<file path="config.mk">
export PLATFORM = sky130hd
export DESIGN_NAME = line_decoder_3to8
export DESIGN_NICKNAME = d
export VERILOG_FILES = /design/src/rtl/line_decoder_3to8_pkg.sv /design/src/rtl/line_decoder_3to8_comb.sv /design/src/rtl/line_decoder_3to8.sv
export SDC_FILE = /design/constraint.sdc
export NUM_CORES = 1
export LEC_CHECK = 0
export CAP_MARGIN = 20
export CORE_AREA = 4 4 41 43
export DETAILED_ROUTE_END_ITERATION = 8
export DIE_AREA = 0 0 45 47
export PLACE_DENSITY_LB_ADDON = 0.2
export SYNTH_ARGS = -nofsm -noshare
export SYNTH_HDL_FRONTEND = slang
export SYNTH_SLANG_ARGS = --single-unit
</file>
<file path="constraint.sdc">
create_clock -name clk -period 0.8 [get_ports clk]
set_input_delay 0.16 -clock clk [delete_from_list [all_inputs] [get_ports clk]]
set_output_delay 0.16 -clock clk [all_outputs]
set_load 0.005 [all_outputs]
</file>
<file path="src/rtl/line_decoder_3to8_pkg.sv">
// Shared widths, types and decode helpers for the 3-to-8 line decoder.
// Helpers work on the active-high form; polarity is applied by the caller.
package line_decoder_3to8_pkg;

    localparam int unsigned SEL_W = 3;
    localparam int unsigned OUT_W = 8;

    typedef logic [SEL_W-1:0] sel_t;
    typedef logic [OUT_W-1:0] line_t;

    typedef enum logic {
        POL_ACTIVE_HIGH = 1'b0,
        POL_ACTIVE_LOW  = 1'b1
    } polarity_e;

    // Disabled decode is forced to all-zero so unknown selects cannot leak out.
    function automatic line_t onehot_decode(input sel_t sel, input logic en);
        line_t v;
        v = '0;
        if (en) begin
            for (int unsigned i = 0; i < OUT_W; i++) begin
                v[i] = (sel == sel_t'(i));
            end
        end
        return v;
    endfunction

    function automatic line_t apply_polarity(input line_t v, input polarity_e pol);
        return (pol == POL_ACTIVE_LOW) ? ~v : v;
    endfunction

    function automatic logic is_onehot0(input line_t v);
        return (v & (v - line_t'(1))) == '0;
    endfunction

endpackage

</file>
<file path="src/rtl/line_decoder_3to8_comb.sv">
// Combinational 3-to-8 decode with output polarity selection.
// f_high is always the active-high form, exported for the self-check.
module line_decoder_comb
    import line_decoder_3to8_pkg::*;
#(
    parameter int unsigned OUT_ACTIVE_LOW = 0
) (
    input  logic             enable,
    input  logic [SEL_W-1:0] sel,
    output logic [OUT_W-1:0] f_high,
    output logic [OUT_W-1:0] f
);

    localparam polarity_e POL = (OUT_ACTIVE_LOW != 0) ? POL_ACTIVE_LOW : POL_ACTIVE_HIGH;

    always_comb begin
        f_high = onehot_decode(sel, enable);
        f      = apply_polarity(f_high, POL);
    end

endmodule

</file>
<file path="src/rtl/line_decoder_3to8.sv">
// 3-to-8 line decoder: combinational one-hot output plus an optional
// one-cycle registered copy with valid, latched select and a one-hot self-check.
module line_decoder_3to8
    import line_decoder_3to8_pkg::*;
#(
    parameter int unsigned OUT_ACTIVE_LOW = 0,
    parameter int unsigned REG_OUT_EN     = 1
) (
    input  logic       clk,
    input  logic       rst_n,
    input  logic       enable,
    input  logic       a,
    input  logic       b,
    input  logic       c,
    output logic [7:0] f,
    output logic [7:0] f_q,
    output logic       f_valid,
    output logic [2:0] sel_q,
    output logic       onehot_err
);

    localparam line_t IDLE = (OUT_ACTIVE_LOW != 0) ? line_t'('1) : line_t'('0);

    sel_t  sel;
    line_t f_high;
    logic  err_next;

    assign sel = {a, b, c};

    line_decoder_comb #(
        .OUT_ACTIVE_LOW(OUT_ACTIVE_LOW)
    ) u_comb (
        .enable(enable),
        .sel   (sel),
        .f_high(f_high),
        .f     (f)
    );

    // Flags both a multi-hot vector and a lost selection while enabled.
    always_comb begin
        err_next = 1'b0;
        if (!is_onehot0(f_high) || (enable && (f_high == '0))) begin
            err_next = 1'b1;
        end
    end

    generate
        if (REG_OUT_EN != 0) begin : g_reg
            always_ff @(posedge clk or negedge rst_n) begin
                if (!rst_n) begin
                    f_q        <= IDLE;
                    f_valid    <= 1'b0;
                    sel_q      <= '0;
                    onehot_err <= 1'b0;
                end else begin
                    f_q        <= f;
                    f_valid    <= enable;
                    sel_q      <= sel;
                    onehot_err <= err_next;
                end
            end
        end else begin : g_noreg
            assign f_q        = IDLE;
            assign f_valid    = 1'b0;
            assign sel_q      = '0;
            assign onehot_err = 1'b0;
        end
    endgenerate

endmodule

</file>
======== After elaboration in Yosys (flattened, before gate mapping) ========
Index checks and enable logic that the tools add are counted.
storage, ports and cells
  flip-flop bits (word level) ............. 13
  input bits .............................. 6
  output and inout bits ................... 21
cells by class
  add/sub/neg operators ................... 1
  equality and inequality tests ........... 7
  muxes and demuxes ....................... 2
  bitwise logic cells ..................... 1
  reduce and logical (&&, ||, !) cells .... 6
operator list
  operator                                                                number
  8-bit logical NOT                                                       2
  3-bit equality test (second input constant)                             4
  8-bit bitwise AND                                                       1
  8-bit two-way mux                                                       1
  8-bit by 1-bit subtractor with 8-bit output (second input constant)     1
  3-bit by 2-bit equality test with 1-bit output (second input constant)  2
  3-bit by 1-bit equality test with 1-bit output (second input constant)  1
  3-bit logical NOT                                                       1
  1-bit logical AND                                                       1
  1-bit logical NOT                                                       1
  1-bit logical OR                                                        1
  1-bit two-way mux                                                       1

======== Longest topological paths before layout ========
Gate-level depths: netlist of the first run.
  depth after elaboration ................. 8
  depth in mapped cells ................... 1
  gate-level depth less buffers ........... 1

======== By module ========
From an unflattened synthesis of the first run, not the netlist that was laid out.
unflattened totals
  cell total of the unflattened synthesis .. 40
  area total of the unflattened synthesis .. 588.1 um^2
modules (own cells, without submodules)
  module             times used  cells each  area an instance (um^2)  sequential area each (um^2)
  line_decoder_3to8  1           24          432.9                    325.3
  line_decoder_comb  1           16          155.1                    0.0

======== Least setup slack after synthesis of the first run ========
No wires, ideal clock.
  path kind ............................... input -> output
  from .................................... in b
  to ...................................... out f[0]
  arrival ................................. 465 ps
  setup slack ............................. 175 ps
  stages on the path ...................... 1
  cells stage by stage .................... nor4b_2
on the way
  word-level cells in the longest chain between the ends .. 2
ends and longest elaborated chain
  item               RTL line                     text
  from (decl)        line_decoder_3to8.sv:13      input logic b,
  3-bit logical NOT  line_decoder_3to8_pkg.sv:22  v[i] = (sel == sel_t'(i));
  8-bit two-way mux  line_decoder_3to8_pkg.sv:20  if (en) begin
  to (decl)          line_decoder_3to8.sv:15      output logic [7:0] f,
No other way between the ends.

======== Worst setup path after layout of the first run ========
  from .................................... reg f_q[0]
  to ...................................... out f_q[0]
RTL lines
  item                    RTL line                 text
  from (decl)             line_decoder_3to8.sv:16  output logic [7:0] f_q,
  from (signal assigned)  line_decoder_3to8.sv:51  f_q <= IDLE;
  from (signal assigned)  line_decoder_3to8.sv:56  f_q <= f;
No word-level cell between the ends.

==> summary.md, run 1 <==
| Metric | Value |
|---|---|
| Clock transition at the register clock pins on the worst setup and hold paths after CTS | `around 70 ps` |
| Total number of nets in the final design | `67` |
| Total number of placement rows | `13` |
| Min setup slack post-route | `-115 ps` |
| Pleak | `about 0.43 nW` |
| Root Buffer | `sky130_fd_sc_hd__clkbuf_4` |
| Fraction of layout instances using a drive strength above 1 | `70.0%` |
| Total CTS buffers | `3` |
| Arithmetic-cell share of the synthesized area counting full adders, half adders and majority gates | `0%` |
| H-tree levels | `1` |
| Clock tree from TritonCTS | `built` |
| Global-route wire length before repair | `between 1 and 1.5 mm` |
| Gate family responsible for the most delay along the worst path | `flip-flops` |
| Gate count after technology mapping | `22` |
| Critical path endpoint category | `primary output` |
| Gpl congestion | `about 0.62` |
| Maximum number of pins on one net before global-route repair | `14` |
| Netlist cell types | `6` |
| Critical-path top delay cell | `sky130_fd_sc_hd__dfrtp_1` |
| Overall die width | `between 40 and 50 um` |
| Yosys warnings | `0` |
| Path type of the worst setup path | `reg -> out` |
| Power density over the cells | `~1600 nW/um2` |
| Path class of the lowest-slack min-delay path | `in -> reg` |
| Core region area | `~1300 um2` |
| GR Overflow Total | `0` |
| Share of the synthesized netlist area taken by xor and xnor gates | `0%` |
| Overall power of the completed layout | `roughly 0.0013 W` |
| Final-report hold violation count | `0` |
| Result of the run | `finished with violations` |
| Global-route total usage across every layer | `under 10%` |
| Via total after detailed routing | `around 340` |
| Avg WL per Cell | `14.0 um` |
| Net count after synthesis | `28` |
| Worst hold margin | `approximately 33 ps` |
| Worst IR Drop VDD | `~0.0011 V` |
| Critical path startpoint category | `flop` |
| Number of clock sinks seen by CTS | `13` |
| Vias in the first global route | `322` |
| Count of buffering cells on the critical path with inverters included | `1` |
| Remaining antenna violation count | `0` |
| I/O pins | `27` |
| # diodes | `0` |
| Iter 0 DRT Violations | `4` |
| Final Slew Violations | `0` |
| Vertical extent of the die | `about 47 um` |
| Multiplexer area fraction after synthesis | `0%` |
| Highest achievable clock rate | `1.09 GHz` |
| Peak per-stage delay on the critical path | `about 370 ps` |
| Number of fill cells in the layout | `between 100 and 150` |
| Area of the multi-input gates | `about 110 um2` |
| Mapped Avg Cell Area | `between 15 and 20 um2` |
| Worst endpoint required time | `roughly 640 ps` |
| Synthesized cell area | `around 430 um2` |
| Max-cap violation count | `0` |
| Buffers added on ports | `26` |
| Basic-gate share of the synthesized area counting and, or, nand and nor cells | `a little under a quarter` |
| Main combinational cell family by area after synthesis | `simple AND/OR/NAND/NOR gates` |
| Total DRC errors in the routed layout | `0` |
| Initial antenna violation count | `0` |
| First-pass iteration count of the detailed router | `4` |
| Overall die area | `2120 um2` |
| Number of buffers on the longest clock path | `2` |
| Critical path, cell by cell | `buf_2` |
| Top fanout value on the critical path | `1` |
| Violations in the final reports | `setup timing` |
| Total Routed Length | `approximately 1.1 mm` |
| Final worst-path cycle share | `114%` |
| Arrival time of data at the critical path endpoint | `roughly 750 ps` |
| Synthesized-area fraction occupied by ao, oa, aoi and oai cells | `0%` |
| Total of endpoints with negative setup slack in the final report | `20` |
| Utilization after layout | `60.6%` |
| #FFs+latches synth | `13` |
| Sequential fraction of the synthesis area | `76.5%` |
| Signed area change from the synthesized netlist to the final layout | `85.3%` |
| Sequential Area | `~330 um2` |
| Starting Density | `between 30% and 40%` |
| RSZ-0062 raised after global routing | `yes` |
| Setup_tns | `-1530 ps` |
| Time the final worst path needs with I/O delays and setup | `around 900 ps` |
| DR vias/cell | `4.48` |
final cells by class:
type                       count  share of cell area (%)
timing repair buffer          34                    39.0
clock buffer                   4                    3.33
sequential                    13                    41.3
multi-input combinational      9                    14.0
tap                           15                    2.38
synth_stat cells (all sizes together):
library cell | n | share of area (%)
conb | 1 | 0.88
nor4b | 1 | 3.5
dfrtp | 13 | 76
and4b | 3 | 7.9
and4 | 1 | 2.4
and4bb | 3 | 8.8
layout by cell type (no fill, tap or decap), types with 2 or more instances in the layout:
cell type,netlist,routed
sky130_fd_sc_hd__dfrtp_1,13,13
sky130_fd_sc_hd__buf_2,0,21
sky130_fd_sc_hd__clkbuf_4,0,3
sky130_fd_sc_hd__buf_4,0,3
sky130_fd_sc_hd__buf_12,0,2
sky130_fd_sc_hd__and4bb_2,3,3
sky130_fd_sc_hd__and4b_2,3,3
sky130_fd_sc_hd__buf_16,0,2
sky130_fd_sc_hd__buf_8,0,2
sky130_fd_sc_hd__dlygate4sd3_1,0,2
repair_timing:
action | CTS | global route
pin swaps | 4 | 3
cloned | 2 | 1
hold buffers | 2 | 0
setup endpoints to repair | 29 | 20
setup buffers | 1 | 1
endpoints found under the hold margin | 2 | 0
gates resized for setup | 117 | 1
sequential cells by signal, indices dropped and copies added (netlist names):
register and flops:
onehot_err 1, f_q 8, sel_q 3, f_valid 1
metrics by stage:
step	area (um2)	setup slack [ps]	cells
5_1_grt	788	-152	75
2_1_floorplan	425	175	22
3_5_place_dp	724	-966	64
4_1_cts	751	-121	73
3_3_place_gp	724	-921	64
6_report	788	-115	75
routing by layer:
metal / GRT usage [%] / wire, um / up-vias
met5: 0 / 0 / -
met1: 10.3 / 355 / 155
met2: 16.4 / 540 / 22
li1: - / - / 157
met3: 4.21 / 139 / 2
met4: 5.26 / 14 / 0
kinds of logic (layout without fill, tap and decap cells):
logic type / Yosys count / in the layout
other: 1 / 1
AND/OR/NAND/NOR: 8 / 8
buffers and inverters: 0 / 38
flip-flops: 13 / 13
power breakdown:
| part | internal (W) | switching [W] | total, W | leakage [nW] |
|---|---|---|---|---|
| Sequential | 0.000679 | 0.00000455 | 0.000684 | 0.168 |
| Combinational | 0.000126 | 0.0000647 | 0.000191 | 0.248 |
| Clock | 0.000193 | 0.000189 | 0.000381 | 0.0150 |
| Total | 0.000998 | 0.000258 | 0.00126 | 0.431 |
path summary, 6_finish.rpt:
| kind | startpoint | cells past startpoint | end | slack [ps] |
|---|---|---|---|---|
| max | f_q[0] | 1 | f_q[0] | -110 |
| min in group asynchronous | rst_n | 2 | sel_q[0] | 220 |
| min | b | 1 | sel_q[1] | 30 |
| max in group asynchronous | rst_n | 2 | sel_q[1] | 470 |
(Power assumes the default switching activity.)
==> run 2: changes to the inputs <==
--- a/config.mk
+++ b/config.mk
@@ -9,7 +9,9 @@
 export CORE_AREA = 4 4 41 43
 export DETAILED_ROUTE_END_ITERATION = 8
 export DIE_AREA = 0 0 45 47
+export HOLD_SLACK_MARGIN = 0.06
 export PLACE_DENSITY_LB_ADDON = 0.2
 export SYNTH_ARGS = -nofsm -noshare
 export SYNTH_HDL_FRONTEND = slang
 export SYNTH_SLANG_ARGS = --single-unit
+export TNS_END_PERCENT = 20
==> constraint.sdc (replaced) <==
create_clock -name clk -period 0.8 [get_ports clk]
set_input_delay 0.16 -clock clk [delete_from_list [all_inputs] [get_ports clk]]
set_output_delay 0.16 -clock clk [all_outputs]
set_load 0.1 [all_outputs]
==> run 2 against run 1 <==
Final cell count unchanged. The run still ends with setup timing left. Critical endpoint is now f_q[1]. Non-clock buffer count unchanged. Sequential power up 2%. Clock-buffer cell count unchanged. Setup slack worse by 180 ps. Combinational power rose to 2.9 times the previous value. Critical path type unchanged. Critical path depth unchanged.
==> summary.md, run 2 (synthesis results as in run 1) <==
| Metric | Value |
|---|---|
| Worst hold margin | `55.0 ps (+21.9 ps)` |
| Violations in the final reports | `setup timing` |
| Half-perimeter wire length after placement | `743 um` |
| Result of the run | `finished with violations` |
| Peak per-stage delay on the critical path | `490 ps (+120 ps)` |
| Total of endpoints with negative setup slack in the final report | `21 (+5.0%)` |
| Commonest cells after routing, fill and taps aside | `25 x sky130_fd_sc_hd__buf_12, 11 x sky130_fd_sc_hd__dfrtp_1, 4 x sky130_fd_sc_hd__dlygate4sd3_1` |
| Final Slew Violations | `0 (unchanged)` |
| Count of buffering cells on the critical path with inverters included | `1 (unchanged)` |
| Global-route total usage across every layer | `13.2% (+3.5 points)` |
| Arrival time of data at the critical path endpoint | `940 ps (+190 ps)` |
| Number of clock sinks seen by CTS | `13 (unchanged)` |
| Top fanout value on the critical path | `1 (unchanged)` |
| Wl on met1 | `465 um (+31%)` |
| Time the final worst path needs with I/O delays and setup | `1100 ps (+185 ps)` |
| Power density over the cells | `1490 nW/um2 (-6.4%)` |
| First-pass iteration count of the detailed router | `2 (-2)` |
| Vertical extent of the die | `47 um (unchanged)` |
| Capture point of the worst path | `f_q[1]` |
| Utilization after layout | `85.8% (+25 points)` |
| Gpl congestion | `0.638 (+3.0%)` |
| Total CTS buffers | `3 (unchanged)` |
| Final-report hold violation count | `0 (unchanged)` |
| Pleak | `0.498 nW (+16%)` |
| Path type of the worst setup path | `reg -> out` |
| I/O pins | `27 (unchanged)` |
| Total DRC errors in the routed layout | `0 (unchanged)` |
| Final worst-path cycle share | `137% (+23 points)` |
| GR Overflow Total | `0 (unchanged)` |
| Max-cap violation count | `0 (unchanged)` |
| Worst path depth | `1 (unchanged)` |
| Number of buffers on the longest clock path | `2 (unchanged)` |
| Signed area change from the synthesized netlist to the final layout | `162%` |
| Beginning of the critical path | `f_q[1]` |
| Total Routed Length | `1.19 mm (+13%)` |
| Worst IR Drop VDD | `0.00132 V (+22%)` |
| H-tree levels | `1 (unchanged)` |
| Gate family responsible for the most delay along the worst path | `flip-flops` |
| Fraction of layout instances using a drive strength above 1 | `70.0% (unchanged)` |
| Core region area | `1300 um2 (unchanged)` |
| Initial antenna violation count | `0 (unchanged)` |
| DR vias/cell | `4.69 (+4.8%)` |
| Global-route wire length before repair | `1.94 mm (+36%)` |
| Overall die width | `45 um (unchanged)` |
| Commonest non-fill, non-tap cell in the layout | `sky130_fd_sc_hd__buf_12` |
| Highest achievable clock rate | `0.909 GHz (-17%)` |
| Vias in the first global route | `390 (+21%)` |
| Largest registers | `f_q x8, sel_q x3` |
| Buffers added on ports | `26 (unchanged)` |
| Total number of placement rows | `13 (unchanged)` |
| # diodes | `0 (unchanged)` |
| Clock transition at the register clock pins on the worst setup and hold paths after CTS | `80 ps (about the same)` |
| Avg WL per Cell | `15.8 um (+13%)` |
| Cts hold-fix bufs | `4 (+2)` |
| Clock tree from TritonCTS | `built` |
| Critical path startpoint category | `flop` |
| Overall die area | `2120 um2 (unchanged)` |
| Placed cells | `64 (unchanged)` |
| Critical-path top delay cell | `sky130_fd_sc_hd__dfrtp_4` |
| Routed met3 length | `118 um (-15%)` |
| Uppermost routed layer | `met4` |
| Via total after detailed routing | `352 (+4.8%)` |
| Worst endpoint required time | `640 ps (about the same)` |
| Top register by number of flip-flops | `f_q` |
| Min setup slack post-route | `-300 ps (-185 ps)` |
| Starting Density | `32.7% (unchanged)` |
| Iter 0 DRT Violations | `3 (-1)` |
| Number of flip-flops under the largest register name | `8 (unchanged)` |
| Met2 layer wire length in the routed design | `588 um (+8.9%)` |
| Critical path endpoint category | `primary output` |
| Critical path, cell by cell | `buf_12` |
| Maximum number of pins on one net before global-route repair | `14 (unchanged)` |
| Total number of nets in the final design | `67 (unchanged)` |
| Root Buffer | `sky130_fd_sc_hd__clkbuf_4` |
| Remaining antenna violation count | `0 (unchanged)` |
| RSZ-0062 raised after global routing | `yes` |
| Post-route insts no fill | `75 (unchanged)` |
| Path class of the lowest-slack min-delay path | `in -> reg` |
## run 2: cell types whose count changed in the layout (fill, tap and decap cells not counted), sizes merged
cell,change
buf,-1
clkbuf,-1
dlygate4sd3,+2
## run 2: routing by layer
metal,vias up,GRT usage (%)
met5,-,0
met4,0,5.26
met3,2,3.07
met2,20,24.0
met1,172,15.0
li1,158,-
## run 2: report_power, final
group | switching (W) | leakage (nW) | internal [W]
logic | 0.000325 | 0.319 | 0.000238
registers | 0.0000196 | 0.164 | 0.000681
clock network | 0.000208 | 0.0150 | 0.000193
## run 2: final cells by class
class | count | area (um2)
Timing Repair Buffer | 34 | 628
Sequential cell | 13 | 333
Fill cell | 70 | 185
Multi-Input combinational cell | 9 | 110
Clock buffer | 4 | 26.3
Tap cell | 15 | 18.8
## run 2: metrics by stage
| step | setup WS [ps] | total power (W) | cell area, um2 | setup TNS [ps] |
|---|---|---|---|---|
| 2_1_floorplan | -702 | 0.000974 | 442 | -6270 |
| 3_3_place_gp | -667 | 0.00120 | 951 | -8680 |
| 3_5_place_dp | -730 | 0.00121 | 951 | -9640 |
| 4_1_cts | -296 | 0.00166 | 1110 | -3930 |
| 5_1_grt | -317 | 0.00172 | 1120 | -4320 |
| 6_report | -300 | 0.00166 | 1120 | -3940 |
## run 2: what timing repair did
action	4_1_cts	5_1_grt
hold endpoints to repair	5	1
gates resized for setup	35	2
gates cloned	2	0
setup buffers	1	0
setup endpoints to repair	29	21
pin swaps	4	1
## run 2: worst min path at each step
stage,from,cells past startpoint,to,slack (ps)
finish,a,2,f_q[0],50
global route,b,2,f_q[0],50
CTS,b,2,f_q[0],50
detailed placement,rst_n,2,sel_q[1],500
global placement,rst_n,2,onehot_err,500
floorplan,rst_n,0,f_q[0],-140
==> variant 1: new RTL, config.mk and constraints of run 1 <==
Make the reset (`rst_n`) synchronous in one clocked block.
--- a/src/rtl/line_decoder_3to8.sv
+++ b/src/rtl/line_decoder_3to8.sv
@@ -46,7 +46,7 @@
 
     generate
         if (REG_OUT_EN != 0) begin : g_reg
-            always_ff @(posedge clk or negedge rst_n) begin
+            always_ff @(posedge clk) begin
                 if (!rst_n) begin
                     f_q        <= IDLE;
                     f_valid    <= 1'b0;
Function: differs if rst_n is asserted again (counterexample within 4 cycles, from zero or initial values and one cycle with rst_n low); with rst_n held inactive, the same outputs for 10 cycles.
==> variant 1 against run 1 <==
  * The run still ends with negative setup slack left
  * Routed wire length is 4.2% lower
  * Total power shrank 0.35%
  * Setup slack better by 0.047 ns
  * Critical path type unchanged
  * Sequential cell count unchanged
  * Highest routed layer unchanged
  * Via count up 24%
  * Synthesized area is 3.5% lower
  * Combinational power down 5%
  * Design area fell by 7.1%
==> variant 1: results <==
[global_routing]
grt_use_met1_pct = 10.6
grt_start_max_net_pins = 8
use_met2_pct = 16.1
grt_use_total_pct = 10.0
grt_pass1_vias = 353

[final_layout]
clkCellAreaFrac_pct = 3.59
nNetsFinal = 89
drive_above_1_share_pct = 62.2
final_core_util_pct = 56.3
largest_reg_flops = 8
sh_seq_area_pct = 35.9
final_area_um2 = 732
design.seq.count = 13
buffers = 37
multi_input_cells = 28
n_fill_cell = 132
insertedDiodeCount = 0
multi_input_area_um2 = 183
final-nonclk-buf-share_pct = 33.0

[outcome]
violations = negative setup slack
status = finished, violations left

[logic_synthesis]
yosysSeqAreaShare_pct = 63.4
syn-num-nets = 47
synthTopCellsByArea = dfxtp_1 63%, nor2_1 11%, nand2b_4 6.7%
ys_async_sr_fraction_pct = 0
syn_area_per_cell_um2 = 10.0
synth_common_cells = 13 x dfxtp_1, 12 x nor2_1, 4 x and2_1, 4 x nor3_1, 2 x nand2b_4
synth_cell_types = 11

[timing]
setup-tns-final_ns = -0.608
fin_ws_ns = -0.0674
setup_viol = 14

[routing]
met2WireLength_um = 468
avgViaCountPerCell = 4.31
drt_iter0_drc = 7
wl_per_cell_um = 10.4
routed_wl_um = 1010
wl_met3_um = 126
wl_met1_um = 394
drt_pass1_iterations = 2

[power_and_ir_drop]
vdd_ir_drop_max_v = 0.000892

[worst_setup_path]
slowest_stage = dfxtp_2
crit_arrival_ns = 0.71
cp_max_fo = 1

[clock_tree]
post_cts_buffers = 1
cts_buffers = 3
htree_levels = 1
ctsHoldBuffers = 0
postCtsResizedCells = 118

[placed_design]
dpl.cell_count = 90
placed_area_um2 = 749
place.gp.congestion = 0.728
pre_cts_ws_ns = -0.897

[hold_path]
min_to = sel_q[0]
hold_path_depth = 2
min_from = c
[variant 1: cell types whose count changed after synthesis, sizes merged]
cell / delta
and2: +4
nand3b: +1
dfrtp: -13
and4b: -3
dfxtp: +13
nor3: +4
nand2: +2
nor4b: -1
nor2: +12
and4bb: -3
and4: -1
nand3: +1
nand2b: +3
[variant 1: cell families (layout without fill, tap and decap cells)]
logic type,Yosys count,count (layout),synth area share (%)
flip-flops,13,13,63.4
buffers and inverters,0,41,0
other,1,1,0.914
AND/OR/NAND/NOR,27,27,35.7
[variant 1: worst max-delay path by stage]
stage                  start  endpoint  slack, ns
floorplan                  c      f[0]       0.14
global placement           c      f[0]      -0.89
detailed placement         a      f[2]      -0.90
CTS                  f_valid   f_valid      -0.08
global route        sel_q[1]  sel_q[1]      -0.10
finish               f_valid   f_valid      -0.07
[variant 1: where the power goes]
part / internal, mW / switching (mW)
clock network: 0.193 / 0.205
logic: 0.104 / 0.0787
registers: 0.667 / 0.00422
==> variant 2: new RTL, config.mk and constraints of run 1 <==
Made on the original files. Register the output `f`, cleared by the reset; this adds one clock of latency there. The other outputs are not delayed to match.
--- a/src/rtl/line_decoder_3to8.sv
+++ b/src/rtl/line_decoder_3to8.sv
@@ -21,6 +21,8 @@
 
     localparam line_t IDLE = (OUT_ACTIVE_LOW != 0) ? line_t'('1) : line_t'('0);
 
+    logic [7:0] f_d;
+
     sel_t  sel;
     line_t f_high;
     logic  err_next;
@@ -33,7 +35,7 @@
         .enable(enable),
         .sel   (sel),
         .f_high(f_high),
-        .f     (f)
+        .f     (f_d)
     );
 
     // Flags both a multi-hot vector and a lost selection while enabled.
@@ -53,7 +55,7 @@
                     sel_q      <= '0;
                     onehot_err <= 1'b0;
                 end else begin
-                    f_q        <= f;
+                    f_q        <= f_d;
                     f_valid    <= enable;
                     sel_q      <= sel;
                     onehot_err <= err_next;
@@ -67,5 +69,13 @@
         end
     endgenerate
 
+    always_ff @(posedge clk or negedge rst_n) begin
+        if (!rst_n) begin
+            f <= '0;
+        end else begin
+            f <= f_d;
+        end
+    end
+
 endmodule
 
Behaviour: not the same (a bounded check fails within 4 cycles, from zero or initial values and one cycle with rst_n low).
==> variant 2 against run 1 <==
  * The run still ends with negative setup slack left
  * Clock power up 4%
  * Total power down 5.1%
  * Synthesized area up 14%
  * Design area down 19%
  * Sequential power about the same
  * Worst hold slack better by 0.14 ns
  * Sequential cell count unchanged
  * Setup slack worse by 0.023 ns
  * Core utilization down 12 points
  * Largest cell class unchanged
  * Routed wire length down 16%
==> variant 2: results <==
[logic_synthesis]
synthTopCellsByArea = dfrtp_1 67%, buf_4 12%, and4bb_2 7.7%
syn-num-nets = 36
synthXorXnorAreaFrac_pct = 0
synth-adder-area-share_pct = 0
synth_cell_types = 7
yosysSeqAreaShare_pct = 67.0
ys_async_sr_fraction_pct = 100
muxShareOfSynthArea_pct = 0
yosys_most_used_dff = dfrtp_1
synth_common_cells = 13 x dfrtp_1, 8 x buf_4, 3 x and4b_2, 3 x and4bb_2

[global_routing]
antenna_found_initial = 0
grt_start_max_net_pins = 10
use_met2_pct = 16.7
grt_pass1_wl_um = 1380
grt_pass1_vias = 328
grt_use_total_pct = 10.0
grt_use_met1_pct = 9.20
grtUsageMet3_pct = 3.45

[timing]
setup_viol = 21
fin_ws_ns = -0.138
hold_viol_final = 0
timing.final.max_slew_violations = 0

[final_layout]
nNetsFinal = 61
n_fill_cell = 135
top_regs = f_q x8, sel_q x3
drive_above_1_share_pct = 63.0
insertedDiodeCount = 0
final_core_util_pct = 48.8

[power_and_ir_drop]
vdd_ir_drop_max_v = 0.000989
leakage_nw = 0.360
intPower_mw = 0.929

[hold_path]
min_path_type = in -> async

[outcome]
status = finished, violations left
violations = negative setup slack

[routing]
drt_pass1_iterations = 1
wl_met1_um = 309
top_layer_used = met4
met2WireLength_um = 440
antenna_left = 0
wl_met3_um = 104
vias = 315
drt_iter0_drc = 0
wl_per_cell_um = 12.8

[worst_setup_path]
max_stage_delay_ns = 0.38
crit_family = flip-flops
crit_arrival_ns = 0.78
slowest_stage = dfrtp_1
cp_max_fo = 2

[placed_design]
portBuffers = 26
place.gp.congestion = 0.635
placed_area_um2 = 719

[clock_tree]
clkTransAtPathRegs_ns = 0.07
cts_buffer_depth = 2
cts_root_buf = clkbuf_4
cts_buffers = 3
post_cts_buffers = 0
htree_levels = 1
## variant 2: cell count changes after synthesis
cell | before | now
buf_4 | 0 | 8
## variant 2: logic make-up (layout without fill, tap and decap cells)
logic type	after synthesis	in the layout
flip-flops	13	13
AND/OR/NAND/NOR	8	8
buffers and inverters	8	32
other	1	1
## variant 2: worst paths after layout
check	slack (ns)	start	cells past startpoint	end
hold / removal	0.17	rst_n	2	sel_q[0]
max in group asynchronous	0.51	rst_n	2	f_q[2]
setup / recovery	-0.14	f_q[6]	1	f[6]
min in group clk	0.27	b	1	sel_q[1]
## variant 2: cell type report
| cell class | count | share of cell area [%] |
|---|---|---|
| flip-flops and latches | 13 | 51.2 |
| well taps | 15 | 2.95 |
| multi-input cells | 9 | 15.7 |
| clock buffers | 4 | 4.13 |
| repair buffers | 28 | 26.0 |
## variant 2: power groups by stage
| stage | registers (mW) | clock network, mW | logic (mW) |
|---|---|---|---|
| after CTS | 0.686 | 0.414 | 0.113 |
| after detailed placement | 0.701 | 0 | 0.152 |
| final | 0.686 | 0.396 | 0.110 |
| after global routing | 0.688 | 0.450 | 0.122 |
| after floorplan | 0.704 | 0 | 0.0320 |
| after global placement | 0.700 | 0 | 0.149 |
## variant 2: metrics by stage
step	cells	hold slack, ns	setup TNS [ns]	setup slack (ns)
2_1_floorplan	30	-0.136	0	0.142
3_3_place_gp	65	0.471	-6.55	-0.348
3_5_place_dp	65	0.473	-7.06	-0.379
4_1_cts	69	0.169	-2.99	-0.153
5_1_grt	69	0.180	-3.49	-0.178
6_report	69	0.174	-2.66	-0.138
## variant 2: timing repair
item,CTS,global route
gates resized for setup,88,0
hold buffers,0,0
setup endpoints to repair,29,21
